## config.mk

```make
export PLATFORM = sky130hd
export DESIGN_NAME = decodificador_hora_12
export DESIGN_NICKNAME = d
export VERILOG_FILES = /design/src/rtl/decodificador_hora_12.sv
export SDC_FILE = /design/constraint.sdc
export NUM_CORES = 1
export LEC_CHECK = 0
export ABC_AREA = 1
export BUFFER_PORTS_ARGS = -buffer_cell sky130_fd_sc_hd__buf_2
export CAP_MARGIN = 20
export CORE_UTILIZATION = 52
export CTS_BUF_LIST = sky130_fd_sc_hd__clkbuf_8
export CTS_CLUSTER_DIAMETER = 100
export DETAILED_ROUTE_END_ITERATION = 10
export PLACE_DENSITY = 0.84
export SETUP_SLACK_MARGIN = 0.5
export SLEW_MARGIN = 20
export SYNTH_ARGS = -nofsm -noshare
export SYNTH_HDL_FRONTEND = slang
export SYNTH_SLANG_ARGS = --single-unit
```

## constraint.sdc

```tcl
create_clock -name clk -period 1.9 [get_ports clk]
set_clock_uncertainty 0.1 [all_clocks]
set_input_delay 0.475 -clock clk [delete_from_list [all_inputs] [get_ports clk]]
set_output_delay 0.475 -clock clk [all_outputs]
set_load 0.02 [all_outputs]
```

## src/rtl/decodificador_hora_12.sv

```systemverilog
//------------------------------------------------------------------------------
// decodificador_hora_12 : 12-hour BCD hour byte to 24-hour binary decoder (FSM).
// Optional 24-hour BCD output enabled by macro HORA_BCD24_EN.  Rev 1.0
//------------------------------------------------------------------------------
`default_nettype none

module decodificador_hora_12 (
    input  logic       clk,
    input  logic       rst,
    input  logic       EN,
    input  logic [7:0] h_in,
    input  logic       valid,
    output logic       ready,
    output logic [4:0] hora24,
    output logic [7:0] hora24_bcd,
    output logic       done,
    output logic       err
);

    localparam logic [1:0] S_IDLE  = 2'd0;
    localparam logic [1:0] S_CHECK = 2'd1;
    localparam logic [1:0] S_CONV  = 2'd2;
    localparam logic [1:0] S_DONE  = 2'd3;

    logic [1:0] state;
    logic [7:0] h_cap;
    logic       bad;

    logic       tens;
    logic [3:0] units;
    logic       pm;
    logic       bad_next;
    logic [4:0] value12;
    logic [4:0] hora_next;

    assign tens  = h_cap[4];
    assign units = h_cap[3:0];
    assign pm    = h_cap[7];

    assign bad_next = (h_cap[6:5] != 2'b00)
                    | (units > 4'd9)
                    | (tens & (units > 4'd2))
                    | (~tens & (units == 4'd0));

    assign value12 = tens ? (5'd10 + {1'b0, units}) : {1'b0, units};

    // 12 AM is midnight (0), 12 PM is noon (12); other PM hours shift by 12.
    always_comb begin
        hora_next = value12;
        if (value12 == 5'd12)
            hora_next = pm ? 5'd12 : 5'd0;
        else if (pm)
            hora_next = value12 + 5'd12;
    end

    assign ready = (state == S_IDLE) & EN & ~rst;
    assign done  = (state == S_DONE);

    always_ff @(posedge clk) begin
        if (rst) begin
            state  <= S_IDLE;
            h_cap  <= 8'h00;
            bad    <= 1'b0;
            hora24 <= 5'd0;
            err    <= 1'b0;
        end else if (EN) begin
            case (state)
                S_IDLE: begin
                    if (valid) begin
                        h_cap <= h_in;
                        state <= S_CHECK;
                    end
                end
                S_CHECK: begin
                    bad   <= bad_next;
                    state <= S_CONV;
                end
                S_CONV: begin
                    if (bad) begin
                        err <= 1'b1;
                    end else begin
                        err    <= 1'b0;
                        hora24 <= hora_next;
                    end
                    state <= S_DONE;
                end
                default: state <= S_IDLE;
            endcase
        end
    end

`ifdef HORA_BCD24_EN
    logic [3:0] bcd_tens;
    logic [4:0] bcd_units;

    always_comb begin
        if (hora_next >= 5'd20) begin
            bcd_tens  = 4'd2;
            bcd_units = hora_next - 5'd20;
        end else if (hora_next >= 5'd10) begin
            bcd_tens  = 4'd1;
            bcd_units = hora_next - 5'd10;
        end else begin
            bcd_tens  = 4'd0;
            bcd_units = hora_next;
        end
    end

    // Loaded on the same edge and under the same condition as hora24.
    always_ff @(posedge clk) begin
        if (rst)
            hora24_bcd <= 8'h00;
        else if (EN && state == S_CONV && !bad)
            hora24_bcd <= {bcd_tens, bcd_units[3:0]};
    end
`else
    assign hora24_bcd = 8'h00;
`endif

endmodule

`default_nettype wire

```

==> summary.md, run 1 <==
| Metric | Value |
|---|---|
| IO Pins | `28` |
| Worst reg2reg path startpoint | `h_cap[1]$_SDFFE_PP0P_` |
| CTS Sinks | `17` |
| H-tree levels | `1` |
| Setup_tns | `0 ns` |
| Skew-Pair Late Insertion Delay | `roughly 0.25 ns` |
| Worst VDD drop | `633 uV` |
| Largest cells by area after synthesis | `dfxtp_1, nand2_1, ha_1` |
| Tmin final | `about 1.6 ns` |
| Delay of the slowest critical-path stage | `0.32 ns` |
| First-pass iteration count of the detailed router | `5` |
| Dpl hpwl | `about 1300 um` |
| Post-synth EDFFs | `0` |
| Crit. Startpoint | `state[1]$_SDFFE_PP0P_` |
| Avg WL per Cell | `between 10 and 15 um` |
| Critical path startpoint category | `flip-flop` |
| Die width | `between 40 and 50 um` |
| PD cells | `between 700 and 800 mW/mm^2` |
| Gr usage total | `0.234` |
| Die H | `about 45 um` |
| Via count | `about 950` |
| Fmax | `just over 0.6 GHz` |
| Slowest cell on crit path | `dfxtp_2` |
| RSZ-0062 raised after global routing | `yes` |
| Initial Utilization | `0.549` |
| Detailed Route Iter0 Violations | `15` |
| Area grow syn2layout | `39.7%` |
| CTS root buf | `clkbuf_8` |
| Number of global-route vias before repair | `slightly above 800` |
| Hold Path Class | `reg -> reg` |
| Routed vias/inst | `~5` |
| Synth area leader | `dfxtp_1` |
| Status | `finished, final reports clean` |
| Initial antenna violation count | `0` |
| Clock-pin slew on the worst setup and hold paths | `roughly 0.07 ns` |
| Most common library cells after synthesis | `nand2_1, dfxtp_1, inv_1` |
| First-pass GRT wire length | `3400 um` |
| CP dominant cell by count | `inv_2` |
| CTS Buf Count | `3` |
| FFs w/ async S/R, synth | `0` |
| Category of the most critical setup path | `reg -> out` |
| Final period util | `0.866` |
| # setup viols final | `0` |
| Critical Path Fanout Max | `2` |
| Port bufs | `19` |
| Final wirelength | `2300 um` |
| Final net count | `roughly 180` |
| Max Root-Sink Buffers | `2` |
| Diode count | `0` |
| Die footprint | `between 0.0015 and 0.002 mm^2` |
| Count leader, synth | `nand2_1` |
| Synthesized area per cell | `between 7 and 8 um^2` |
| Worst EP required | `1.32 ns` |
| Arr. time, crit path | `about 1.1 ns` |
| Core area | `0.00173 mm^2` |
| Synth warnings | `0` |
| Post-route ant nets | `0` |
| Hold Crit Start | `hora24[3]$_SDFFE_PP0P_` |
| Seq cells post-synth | `17` |
| Post-route DRC | `0` |
| GR Overflow Total | `0` |
| Fillers | `between 100 and 150` |
| Mapped cell area | `approximately 950 um^2` |
| Max-Cap Viols | `0` |
| Critical-path cell list | `inv_2, ha_4, inv_2, nor3_4, buf_6` |
| Largest net degree at the start of global routing | `17` |
| Share of cells above drive strength 1 | `0.415` |
| Synth top area share | `0.359` |
| Yosys cell types | `22` |
| Seq/Total Area, Yosys | `0.359` |
| Hold WS | `0.347 ns` |
| Fin. max-slew vios | `0` |
| Cells after synthesis | `between 100 and 150` |
| Primary FF master, synth | `dfxtp_1` |
| TritonCTS clock tree | `built` |
| Num rows | `15` |
| P_leak | `roughly 0.62 nW` |
| Hold Fails Final Rpt | `0` |
| Gpl congestion | `between 0.8 and 0.9` |
| Crit. End Element | `output port` |
[repair_timing]
action / 4_1_cts / 5_1_grt
endpoints found under the setup margin: 6 / 15
endpoints found under the hold margin: 0 / 0
pin swaps: 11 / 5
hold buffers: 0 / 0
gates resized for setup: 24 / 17
setup buffers: 7 / 2
[critical path, delay by kind of cell, from the launching register on]
family                   cells  cell delay (ns)
flip-flops                   1             0.32
AND/OR/NAND/NOR              1             0.11
buffers and inverters        3             0.24
adder cells (fa/ha/maj)      1             0.14
[path summary, 6_finish.rpt]
check,end,slack (ns),cells after the start
worst min-delay path,hora24[3]$_SDFFE_PP0P_,0.35,2
worst max register to register,hora24[3]$_SDFFE_PP0P_,0.29,11
worst min register to register,hora24[3]$_SDFFE_PP0P_,0.35,2
worst max-delay path,ready,0.25,5
[sequential cells by signal, summed over array words and instances, names as in the netlist]
register and cells:
state 2, h_cap 8, hora24 5, bad 1
err 1
[layout by cell type (no fill, tap or decap), types with 2 or more instances in the layout]
cell type | synthesis | final
o21ai_1 | 2 | 3
a21oi_1 | 13 | 13
buf_2 | 1 | 17
dfxtp_4 | 0 | 2
nand2_4 | 0 | 4
conb_1 | 1 | 8
nand2_1 | 33 | 24
clkbuf_8 | 0 | 3
nand3_1 | 4 | 3
dfxtp_2 | 0 | 3
buf_6 | 0 | 2
buf_4 | 8 | 9
nor2_4 | 0 | 3
inv_1 | 17 | 13
o21ai_0 | 12 | 10
ha_4 | 0 | 5
inv_2 | 3 | 8
nand2_2 | 1 | 6
nor2_1 | 5 | 4
dfxtp_1 | 17 | 12
[kinds of logic after synthesis]
family                   after synthesis  synth area share
adder cells (fa/ha/maj)                7            0.0923
AO/OA/AOI/OAI                         30             0.169
AND/OR/NAND/NOR                       49             0.219
other                                  1           0.00395
buffers and inverters                 29             0.148
XOR/XNOR                               1           0.00924
flip-flops                            17             0.359
[area by class of cell]
cell class	instances	area [um^2]	share of cell area
Tap cell	25	31.3	0.0236
Sequential cell	17	352	0.265
Clock inverter	1	3.75	0.00283
Clock buffer	3	41.3	0.0312
Multi-Input combinational cell	95	647	0.488
Timing Repair Buffer	28	175	0.132
Inverter	20	75.1	0.0567
[where the power goes]
group	switching, mW	total (mW)	internal (mW)	leakage, nW
Clock	0.121	0.264	0.143	0.0269
Sequential	0.0174	0.400	0.382	0.141
Combinational	0.173	0.292	0.119	0.454
Total	0.311	0.956	0.645	0.622
[through the flow]
stage               total power, mW  setup slack [ns]  area [um^2]  instances  utilization
CTS                           0.915             0.258         1250        187        0.725
global route                   1.01             0.196         1330        189        0.767
floorplan                     0.560             0.400         1010        141            -
finish                        0.956             0.255         1330        189        0.767
detailed placement            0.593             0.268         1070        176        0.620
global placement              0.585             0.331         1070        176        0.620
[per-layer routing]
layer	vias up	GRT usage	part of all wire
met2	29	0.432	0.54
met1	443	0.248	0.41
met3	4	0.0640	0.041
met5	-	0	0
li1	471	-	-
met4	0	0.0970	0.0091
Note: power is estimated with default switching activity, not from simulation.
==> run 2: changes to the inputs <==
--- a/config.mk
+++ b/config.mk
@@ -8,11 +8,11 @@
 export ABC_AREA = 1
 export BUFFER_PORTS_ARGS = -buffer_cell sky130_fd_sc_hd__buf_2
 export CAP_MARGIN = 20
-export CORE_UTILIZATION = 52
+export CORE_UTILIZATION = 56
 export CTS_BUF_LIST = sky130_fd_sc_hd__clkbuf_8
 export CTS_CLUSTER_DIAMETER = 100
 export DETAILED_ROUTE_END_ITERATION = 10
-export PLACE_DENSITY = 0.84
+export PLACE_DENSITY = 0.9
 export SETUP_SLACK_MARGIN = 0.5
 export SLEW_MARGIN = 20
 export SYNTH_ARGS = -nofsm -noshare
==> constraint.sdc (replaced) <==
create_clock -name clk -period 2.1 [get_ports clk]
set_clock_uncertainty 0.1 [all_clocks]
set_input_delay 0.525 -clock clk [delete_from_list [all_inputs] [get_ports clk]]
set_output_delay 0.525 -clock clk [all_outputs]
set_load 0.02 [all_outputs]
==> run 2 against run 1 <==
Worst setup slack gained 0.11 ns. Critical path depth is the same. Highest routed layer unchanged. Clock power shrank 7.6%. Wire length shrank 7.3%. Largest power group unchanged. Design area shrank 5.5%. Sequential share of layout area grew 1.1 points. Worst hold slack lost 0.0011 ns. Sequential cell count is the same. Critical path type unchanged. Final cell count shrank 4.8%.
==> summary.md, run 2 (same netlist as run 1, synthesis figures left out) <==
| Metric | Value |
|---|---|
| Status | `finished, final reports clean` |
| Area grow syn2layout | `32.1%` |
| Core area | `0.00154 mm^2 (-11%)` |
| Internal power | `0.574 mW (-11%)` |
| CTS Sinks | `17 (unchanged)` |
| PD cells | `673 mW/mm^2 (-6.6%)` |
| Final wirelength | `2140 um (-7.3%)` |
| Critical-path cell list | `inv_2, ha_4, inv_2, nor3_2, buf_4` |
| Slowest cell on crit path | `dfxtp_2` |
| Tmin final | `roughly 1.7 ns` |
| Max Root-Sink Buffers | `2 (unchanged)` |
| Die H | `43.2 um (-3.5%)` |
| Fmax | `about 0.58 GHz` |
| P_leak | `0.607 nW (-2.5%)` |
| Sw frac | `0.320 (-0.00578)` |
| Reg area | `347 um^2 (-1.4%)` |
| Initial Utilization | `0.615 (+0.0660)` |
| Routed vias/inst | `5.07 (+1.1%)` |
| Crit. End Element | `output port` |
| Arr. time, crit path | `1.11 ns (+0.04 ns)` |
| TritonCTS clock tree | `built` |
| Post-route DRC | `0 (unchanged)` |
| Port bufs | `19 (unchanged)` |
| Worst VDD drop | `625 uV (-1.3%)` |
| Switching power | `0.270 mW (-13%)` |
| Critical path startpoint category | `flip-flop` |
| Die footprint | `0.00186 mm^2 (-6.8%)` |
| First-pass GRT wire length | `3220 um (-5.5%)` |
| RSZ-0062 raised after global routing | `yes` |
| Critical Path Fanout Max | `2 (unchanged)` |
| Hold Path Class | `reg -> reg` |
| Category of the most critical setup path | `reg -> out` |
| GR Overflow Total | `0 (unchanged)` |
| Diode count | `0 (unchanged)` |
| Hold Fails Final Rpt | `0 (unchanged)` |
| Final net count | `184 (unchanged)` |
| CTS Buf Count | `3 (unchanged)` |
| Number of global-route vias before repair | `793 (-4.2%)` |
| Fin cells | `180 (-4.8%)` |
| Clock power frac | `0.289 (+0.012)` |
| Die width | `43.2 um (-3.5%)` |
| Setup_tns | `0 ns (unchanged)` |
| Initial antenna violation count | `0 (unchanged)` |
| Final period util | `0.824` |
| Avg WL per Cell | `11.9 um (-2.6%)` |
| Most common cell after layout, fill and taps aside | `nand2_1` |
| Reg2reg setup slack | `0.48 ns (+0.19 ns)` |
| Post-route ant nets | `0 (unchanged)` |
| Detailed Route Iter0 Violations | `17 (+2)` |
| # setup viols final | `0 (unchanged)` |
| Commonest non-fill, non-tap cells in the layout | `nand2_1, buf_2, inv_1, a21oi_1, dfxtp_1` |
| Worst EP required | `1.47 ns (+0.15 ns)` |
| Dpl hpwl | `1290 um (-2.5%)` |
| Biggest register | `h_cap` |
| CP dominant cell by count | `inv_2` |
| Hold buffer count at cts | `0 (unchanged)` |
| Via count | `912 (-3.7%)` |
| Delay of the slowest critical-path stage | `0.33 ns (about the same)` |
| Share of cells above drive strength 1 | `0.366 (-0.0488)` |
| Sequential Power Share | `0.429 (+0.011)` |
| Largest net degree at the start of global routing | `17 (unchanged)` |
| CTS root buf | `clkbuf_8` |
| Fin. max-slew vios | `0 (unchanged)` |
| Gr usage total | `0.238 (+0.00399)` |
| H-tree levels | `1 (unchanged)` |
| Placed insts | `167 (-5.1%)` |
| Largest registers | `h_cap: 8 flops, hora24: 5 flops, state: 2 flops` |
| First-pass iteration count of the detailed router | `4 (-1)` |
| Gpl congestion | `0.859 (+4.2%)` |
| Fillers | `91 (-31%)` |
| IO Pins | `28 (unchanged)` |
| Max-Cap Viols | `0 (unchanged)` |
| Largest register FFs | `8 (unchanged)` |
| Multi-input gate area | `587 um^2 (-9.3%)` |
| Comb pwr share | `0.281 (-0.024)` |
| Clock-pin slew on the worst setup and hold paths | `0.06 ns (about the same)` |
| Skew-Pair Late Insertion Delay | `0.26 ns (about the same)` |
| Num rows | `14 (-1)` |
[run 2: cell types whose count changed in the layout (fill, tap and decap cells not counted), moves of 2 or more]
cell     delta
dfxtp_2     +2
dfxtp_4     -2
ha_1        +2
nand2_1     +3
nand2_2     -2
nor2_2      +2
nor2_4      -2
[run 2: layer usage]
layer / up-vias / wire, um / track usage
met4: 0 / 48 / 0.127
li1: 468 / - / -
met5: - / 0 / 0
met3: 4 / 75 / 0.0511
met1: 414 / 903 / 0.272
met2: 26 / 1110 / 0.406
[run 2: final timing paths]
path | start | end | cells past startpoint
setup / recovery | state[1]$_SDFFE_PP0P_ | ready | 5
hold / removal | hora24[2]$_SDFFE_PP0P_ | hora24[2]$_SDFFE_PP0P_ | 2
setup reg to reg | h_cap[2]$_SDFFE_PP0P_ | hora24[3]$_SDFFE_PP0P_ | 12
hold reg to reg | hora24[2]$_SDFFE_PP0P_ | hora24[2]$_SDFFE_PP0P_ | 2
[run 2: metrics by stage]
stage / hold WS [ns] / area [um^2] / util / total power, mW / setup WS [ns]
2_1_floorplan: 0.329 / 980 / - / 0.497 / 0.511
3_3_place_gp: 0.332 / 1030 / 0.668 / 0.519 / 0.482
3_5_place_dp: 0.336 / 1030 / 0.668 / 0.525 / 0.414
4_1_cts: 0.350 / 1160 / 0.754 / 0.809 / 0.403
5_1_grt: 0.368 / 1250 / 0.813 / 0.889 / 0.315
6_report: 0.346 / 1250 / 0.813 / 0.843 / 0.369
[run 2: repair_timing]
item	CTS	global route
endpoints found under the setup margin	4	5
resized for setup	14	20
pin swaps	6	9
gates cloned	0	0
buffers inserted	8	1
[run 2: power by group through the flow]
stage | registers, mW | clock network (mW) | logic, mW
after floorplan | 0.367 | 0 | 0.130
after global placement | 0.365 | 0 | 0.154
after detailed placement | 0.366 | 0 | 0.159
after CTS | 0.358 | 0.252 | 0.199
after global routing | 0.364 | 0.264 | 0.261
final | 0.362 | 0.244 | 0.237
[run 2: worst max-delay path: cells and delay by family, from the launching register on]
family,cells,cell delay [ns]
flops,1,0.33
simple gates,1,0.09
buf+inv,3,0.28
fa+ha+maj,1,0.14
[run 2: cell type report]
type | instances | area share
Sequential cell | 17 | 0.277
Inverter | 20 | 0.0599
Clock inverter | 1 | 0.00300
Tap cell | 16 | 0.0160
Multi-Input combinational cell | 95 | 0.469
Clock buffer | 3 | 0.0330
Timing Repair Buffer | 28 | 0.143
==> run 3: changes to the inputs <==
--- a/config.mk
+++ b/config.mk
@@ -8,11 +8,11 @@
 export ABC_AREA = 1
 export BUFFER_PORTS_ARGS = -buffer_cell sky130_fd_sc_hd__buf_2
 export CAP_MARGIN = 20
-export CORE_UTILIZATION = 56
+export CORE_UTILIZATION = 52
 export CTS_BUF_LIST = sky130_fd_sc_hd__clkbuf_8
 export CTS_CLUSTER_DIAMETER = 100
 export DETAILED_ROUTE_END_ITERATION = 10
-export PLACE_DENSITY = 0.9
+export PLACE_DENSITY = 0.84
 export SETUP_SLACK_MARGIN = 0.5
 export SLEW_MARGIN = 20
 export SYNTH_ARGS = -nofsm -noshare
==> constraint.sdc (replaced) <==
create_clock -name clk -period 1.65 [get_ports clk]
set_clock_uncertainty 0.1 [all_clocks]
set_input_delay 0.4125 -clock clk [delete_from_list [all_inputs] [get_ports clk]]
set_output_delay 0.4125 -clock clk [all_outputs]
set_load 0.02 [all_outputs]
==> run 3 against run 2 <==
The run now fails in global routing. Synthesized cell count unchanged. Area after synthesis unchanged.
==> summary.md, run 3 <==
| Metric | Value |
|---|---|
| Worst endpoint pin kind | `register data pin` |
| Largest cells by area after synthesis | `dfxtp_1, nand2_1, ha_1` |
| Most common library cells after synthesis | `nand2_1, dfxtp_1, inv_1` |
| CTS Buf Count | `3 (unchanged)` |
| Initial Utilization | `0.549 (-0.0660)` |
| Port bufs | `19 (unchanged)` |
| Synth area leader | `dfxtp_1` |
| Synth warnings | `0 (unchanged)` |
| Largest net degree at the start of global routing | `11` |
| CTS Sinks | `17 (unchanged)` |
| Yosys cell types | `22 (unchanged)` |
| Primary FF master, synth | `dfxtp_1` |
| IO Pins | `28 (unchanged)` |
| Num rows | `15 (+1)` |
| Max Root-Sink Buffers | `2 (unchanged)` |
| Stop stage | `global routing` |
| Placed insts | `176 (+5.4%)` |
| FFs w/ async S/R, synth | `0 (unchanged)` |
| Seq cells post-synth | `17 (unchanged)` |
| Dpl hpwl | `1350 um (+4.7%)` |
| Initial antenna violation count | `0` |
| Status | `stopped before the end` |
| Mapped cell area | `948 um^2 (unchanged)` |
| Synthesized area per cell | `7.08 um^2 (unchanged)` |
| Die H | `44.7 um (+3.6%)` |
| Synth top area share | `0.359 (unchanged)` |
| Cells after synthesis | `134 (unchanged)` |
| Gpl congestion | `0.840 (-2.1%)` |
| Run Error | `[ERROR DPL-0033] detailed placement checks failed during check placement.` |
| Die width | `44.7 um (+3.6%)` |
| Hold buffer count at cts | `0 (unchanged)` |
| H-tree levels | `1 (unchanged)` |
| Count leader, synth | `nand2_1` |
| Post-synth EDFFs | `0 (unchanged)` |
| CTS root buf | `clkbuf_8` |
| Worst EP post-GRT repair | `hora24[3]$_SDFFE_PP0P_/D` |
| Seq/Total Area, Yosys | `0.359 (unchanged)` |
[run 3: logic make-up after synthesis]
kind of cell,Yosys count,synth area share
AO/OA/AOI/OAI,30,0.169
XOR/XNOR,1,0.00924
adder cells (fa/ha/maj),7,0.0923
buffers and inverters,29,0.148
flip-flops,17,0.359
other,1,0.00395
AND/OR/NAND/NOR,49,0.219
[run 3: what timing repair did]
| item | 4_1_cts |
|---|---|
| hold endpoints to repair | 0 |
| pin swaps | 15 |
| gates cloned | 1 |
| setup endpoints to repair | 24 |
| resized for setup | 56 |
| setup buffers | 16 |
[run 3: through the flow]
stage | instance area (um^2) | worst slack, ns
3_5_place_dp | 1110 | 0.0225
3_3_place_gp | 1110 | 0.0906
4_1_cts | 1450 | 0.0610
2_1_floorplan | 1050 | 0.150
==> run 4: changes to the inputs <==
--- a/config.mk
+++ b/config.mk
@@ -8,12 +8,10 @@
 export ABC_AREA = 1
 export BUFFER_PORTS_ARGS = -buffer_cell sky130_fd_sc_hd__buf_2
 export CAP_MARGIN = 20
-export CORE_UTILIZATION = 52
-export CTS_BUF_LIST = sky130_fd_sc_hd__clkbuf_8
-export CTS_CLUSTER_DIAMETER = 100
+export CORE_AREA = 2 2 63 65
 export DETAILED_ROUTE_END_ITERATION = 10
-export PLACE_DENSITY = 0.84
-export SETUP_SLACK_MARGIN = 0.5
+export DIE_AREA = 0 0 65 67
+export PLACE_DENSITY_LB_ADDON = 0.15
 export SLEW_MARGIN = 20
 export SYNTH_ARGS = -nofsm -noshare
 export SYNTH_HDL_FRONTEND = slang
==> run 4 against run 3 <==
The flow now finishes without violations.
==> summary.md, run 4 (same netlist as run 1, synthesis figures left out) <==
| Metric | Value |
|---|---|
| Max Root-Sink Buffers | `2 (unchanged)` |
| Dpl hpwl | `1590 um (+18%)` |
| Hold buffer count at cts | `0 (unchanged)` |
| Diode count | `0` |
| Hold Path Depth | `2` |
| Routed vias/inst | `between 4 and 5` |
| Hold WS | `0.302 ns` |
| Commonest non-fill, non-tap cells in the layout | `nand2_1, buf_2, inv_1, a21oi_1, dfxtp_1` |
| Die footprint | `roughly 0.0044 mm^2` |
| Clock-pin slew on the worst setup and hold paths | `about 0.070 ns` |
| Fin cells | `about 210` |
| Largest register FFs | `8` |
| Delay of the slowest critical-path stage | `0.32 ns` |
| Num rows | `22 (+7)` |
| Largest net degree at the start of global routing | `17` |
| Core area | `0.00361 mm^2` |
| Biggest register | `h_cap` |
| Max-Cap Viols | `0` |
| Multi-input gate area | `544 um^2` |
| Power, Total | `roughly 1.0 mW` |
| Most common cell after layout, fill and taps aside | `nand2_1` |
| Sw frac | `0.312` |
| Internal power | `slightly above 0.7 mW` |
| Final net count | `~180` |
| First-pass iteration count of the detailed router | `3` |
| H-tree levels | `1 (unchanged)` |
| Skew-Pair Late Insertion Delay | `about 0.25 ns` |
| Worst VDD drop | `356 uV` |
| Area grow syn2layout | `29.7%` |
| Share of cells above drive strength 1 | `0.325` |
| Post-route DRC | `0` |
| # setup viols final | `0` |
| Util after Layout | `0.341` |
| Switching power | `between 0.3 and 0.4 mW` |
| Crit. End Element | `flip-flop` |
| Fmax | `just over 0.6 GHz` |
| Hold Crit Start | `rst` |
| Die width | `65 um (+45%)` |
| CTS Buf Count | `3 (unchanged)` |
| Initial Utilization | `0.263 (-0.286)` |
| Reg2reg setup slack | `0.02 ns` |
| Detailed Route Iter0 Violations | `15` |
| Via count | `911` |
| Tmin final | `roughly 1.6 ns` |
| Avg WL per Cell | `~10 um` |
| GR Overflow Total | `0` |
| Gpl congestion | `0.868 (+3.2%)` |
| Fillers | `around 400` |
| Worst reg2reg path depth | `11` |
| Final period util | `0.989` |
| Number of global-route vias before repair | `just under 800` |
| Sequential Power Share | `0.438` |
| IO Pins | `28 (unchanged)` |
| Clock power frac | `0.303` |
| Die H | `67 um (+50%)` |
| Critical-path cell list | `ha_2, nand2_2, nand2_4, ha_4, nand2_2, nor2_4, nand2_2, nand2_1, nand2_1, nand2_1, nand2_1` |
| Worst r2r dst | `hora24[3]$_SDFFE_PP0P_` |
| Slowest cell on crit path | `dfxtp_2` |
| Status | `finished, final reports clean` |
| Category of the most critical setup path | `reg -> reg` |
| PD cells | `roughly 850 mW/mm^2` |
| Worst EP required | `roughly 1.7 ns` |
| RSZ-0062 raised after global routing | `yes` |
| Arr. time, crit path | `approximately 1.7 ns` |
| Fin. max-slew vios | `0` |
| Placed insts | `203 (+15%)` |
| Hold Fails Final Rpt | `0` |
| Setup_tns | `0 ns` |
| CP dominant cell by count | `nand2_1` |
| CTS root buf | `clkbuf_8` |
| CTS Sinks | `17 (unchanged)` |
| Port bufs | `19 (unchanged)` |
| Critical Path Fanout Max | `4` |
| Post-route ant nets | `0` |
| Worst Hold End | `state[0]$_SDFFE_PP0P_` |
| First-pass GRT wire length | `between 3000 and 4000 um` |
| Gr usage total | `0.0997` |
| Comb pwr share | `0.259` |
| Reg area | `345 um^2` |
| Final wirelength | `approximately 2100 um` |
| Hold Path Class | `in -> reg` |
| Largest registers | `h_cap: 8 flops, hora24: 5 flops, state: 2 flops` |
| TritonCTS clock tree | `built` |
| Initial antenna violation count | `0` |
| P_leak | `just under 0.6 nW` |
| Worst reg2reg path startpoint | `h_cap[1]$_SDFFE_PP0P_` |
| Critical path startpoint category | `flip-flop` |
[run 4: critical path, delay by kind of cell, from the launching register on]
| kind | cells | cell delay, ns |
|---|---|---|
| AND/OR/NAND/NOR | 9 | 0.65 |
| adder cells (fa/ha/maj) | 2 | 0.44 |
| flip-flops | 1 | 0.32 |
[run 4: worst max path at each step]
stage                                startpoint                endpoint  depth (start not counted)
after floorplan           state[0]$_SDFFE_PP0P_                   ready                          4
after global placement    h_cap[1]$_SDFFE_PP0P_  hora24[3]$_SDFFE_PP0P_                         12
after detailed placement  h_cap[1]$_SDFFE_PP0P_  hora24[3]$_SDFFE_PP0P_                         12
after CTS                 h_cap[1]$_SDFFE_PP0P_  hora24[3]$_SDFFE_PP0P_                         12
after global routing      h_cap[2]$_SDFFE_PP0P_  hora24[3]$_SDFFE_PP0P_                         12
final                     h_cap[1]$_SDFFE_PP0P_  hora24[3]$_SDFFE_PP0P_                         11
[run 4: power groups by stage]
stage	sequential [mW]	combinational (mW)	clock, mW
after detailed placement	0.464	0.220	0
after CTS	0.454	0.246	0.333
after floorplan	0.468	0.164	0
final	0.456	0.270	0.316
after global placement	0.464	0.217	0
after global routing	0.459	0.301	0.350
[run 4: cell type report]
class                   instances  area share
flip-flops and latches         17       0.281
clock buffers                   4      0.0366
multi-input cells              95       0.443
inverters                      20      0.0631
well taps                      48      0.0488
repair buffers                 27       0.128
[run 4: repair_timing]
item                                    CTS  global route
buffers inserted                          3             1
resized for setup                         9            13
endpoints found under the setup margin    3             4
pin swaps                                 3             9
gates cloned                              0             0
[run 4: per-layer routing]
metal  GRT usage  routed length [um]  vias up
met1       0.110                 965      417
met4      0.0293                  25        0
met2       0.178                1060       21
met3      0.0372                  88        4
li1            -                   -      469
met5           0                   0        -
[run 4: stage by stage]
stage | setup WS (ns) | instance area [um^2]
after floorplan | 0.0115 | 975
after global placement | -0.00155 | 1090
after detailed placement | -0.0287 | 1090
after CTS | 0.0146 | 1180
after global routing | -0.112 | 1230
final | 0.0183 | 1230
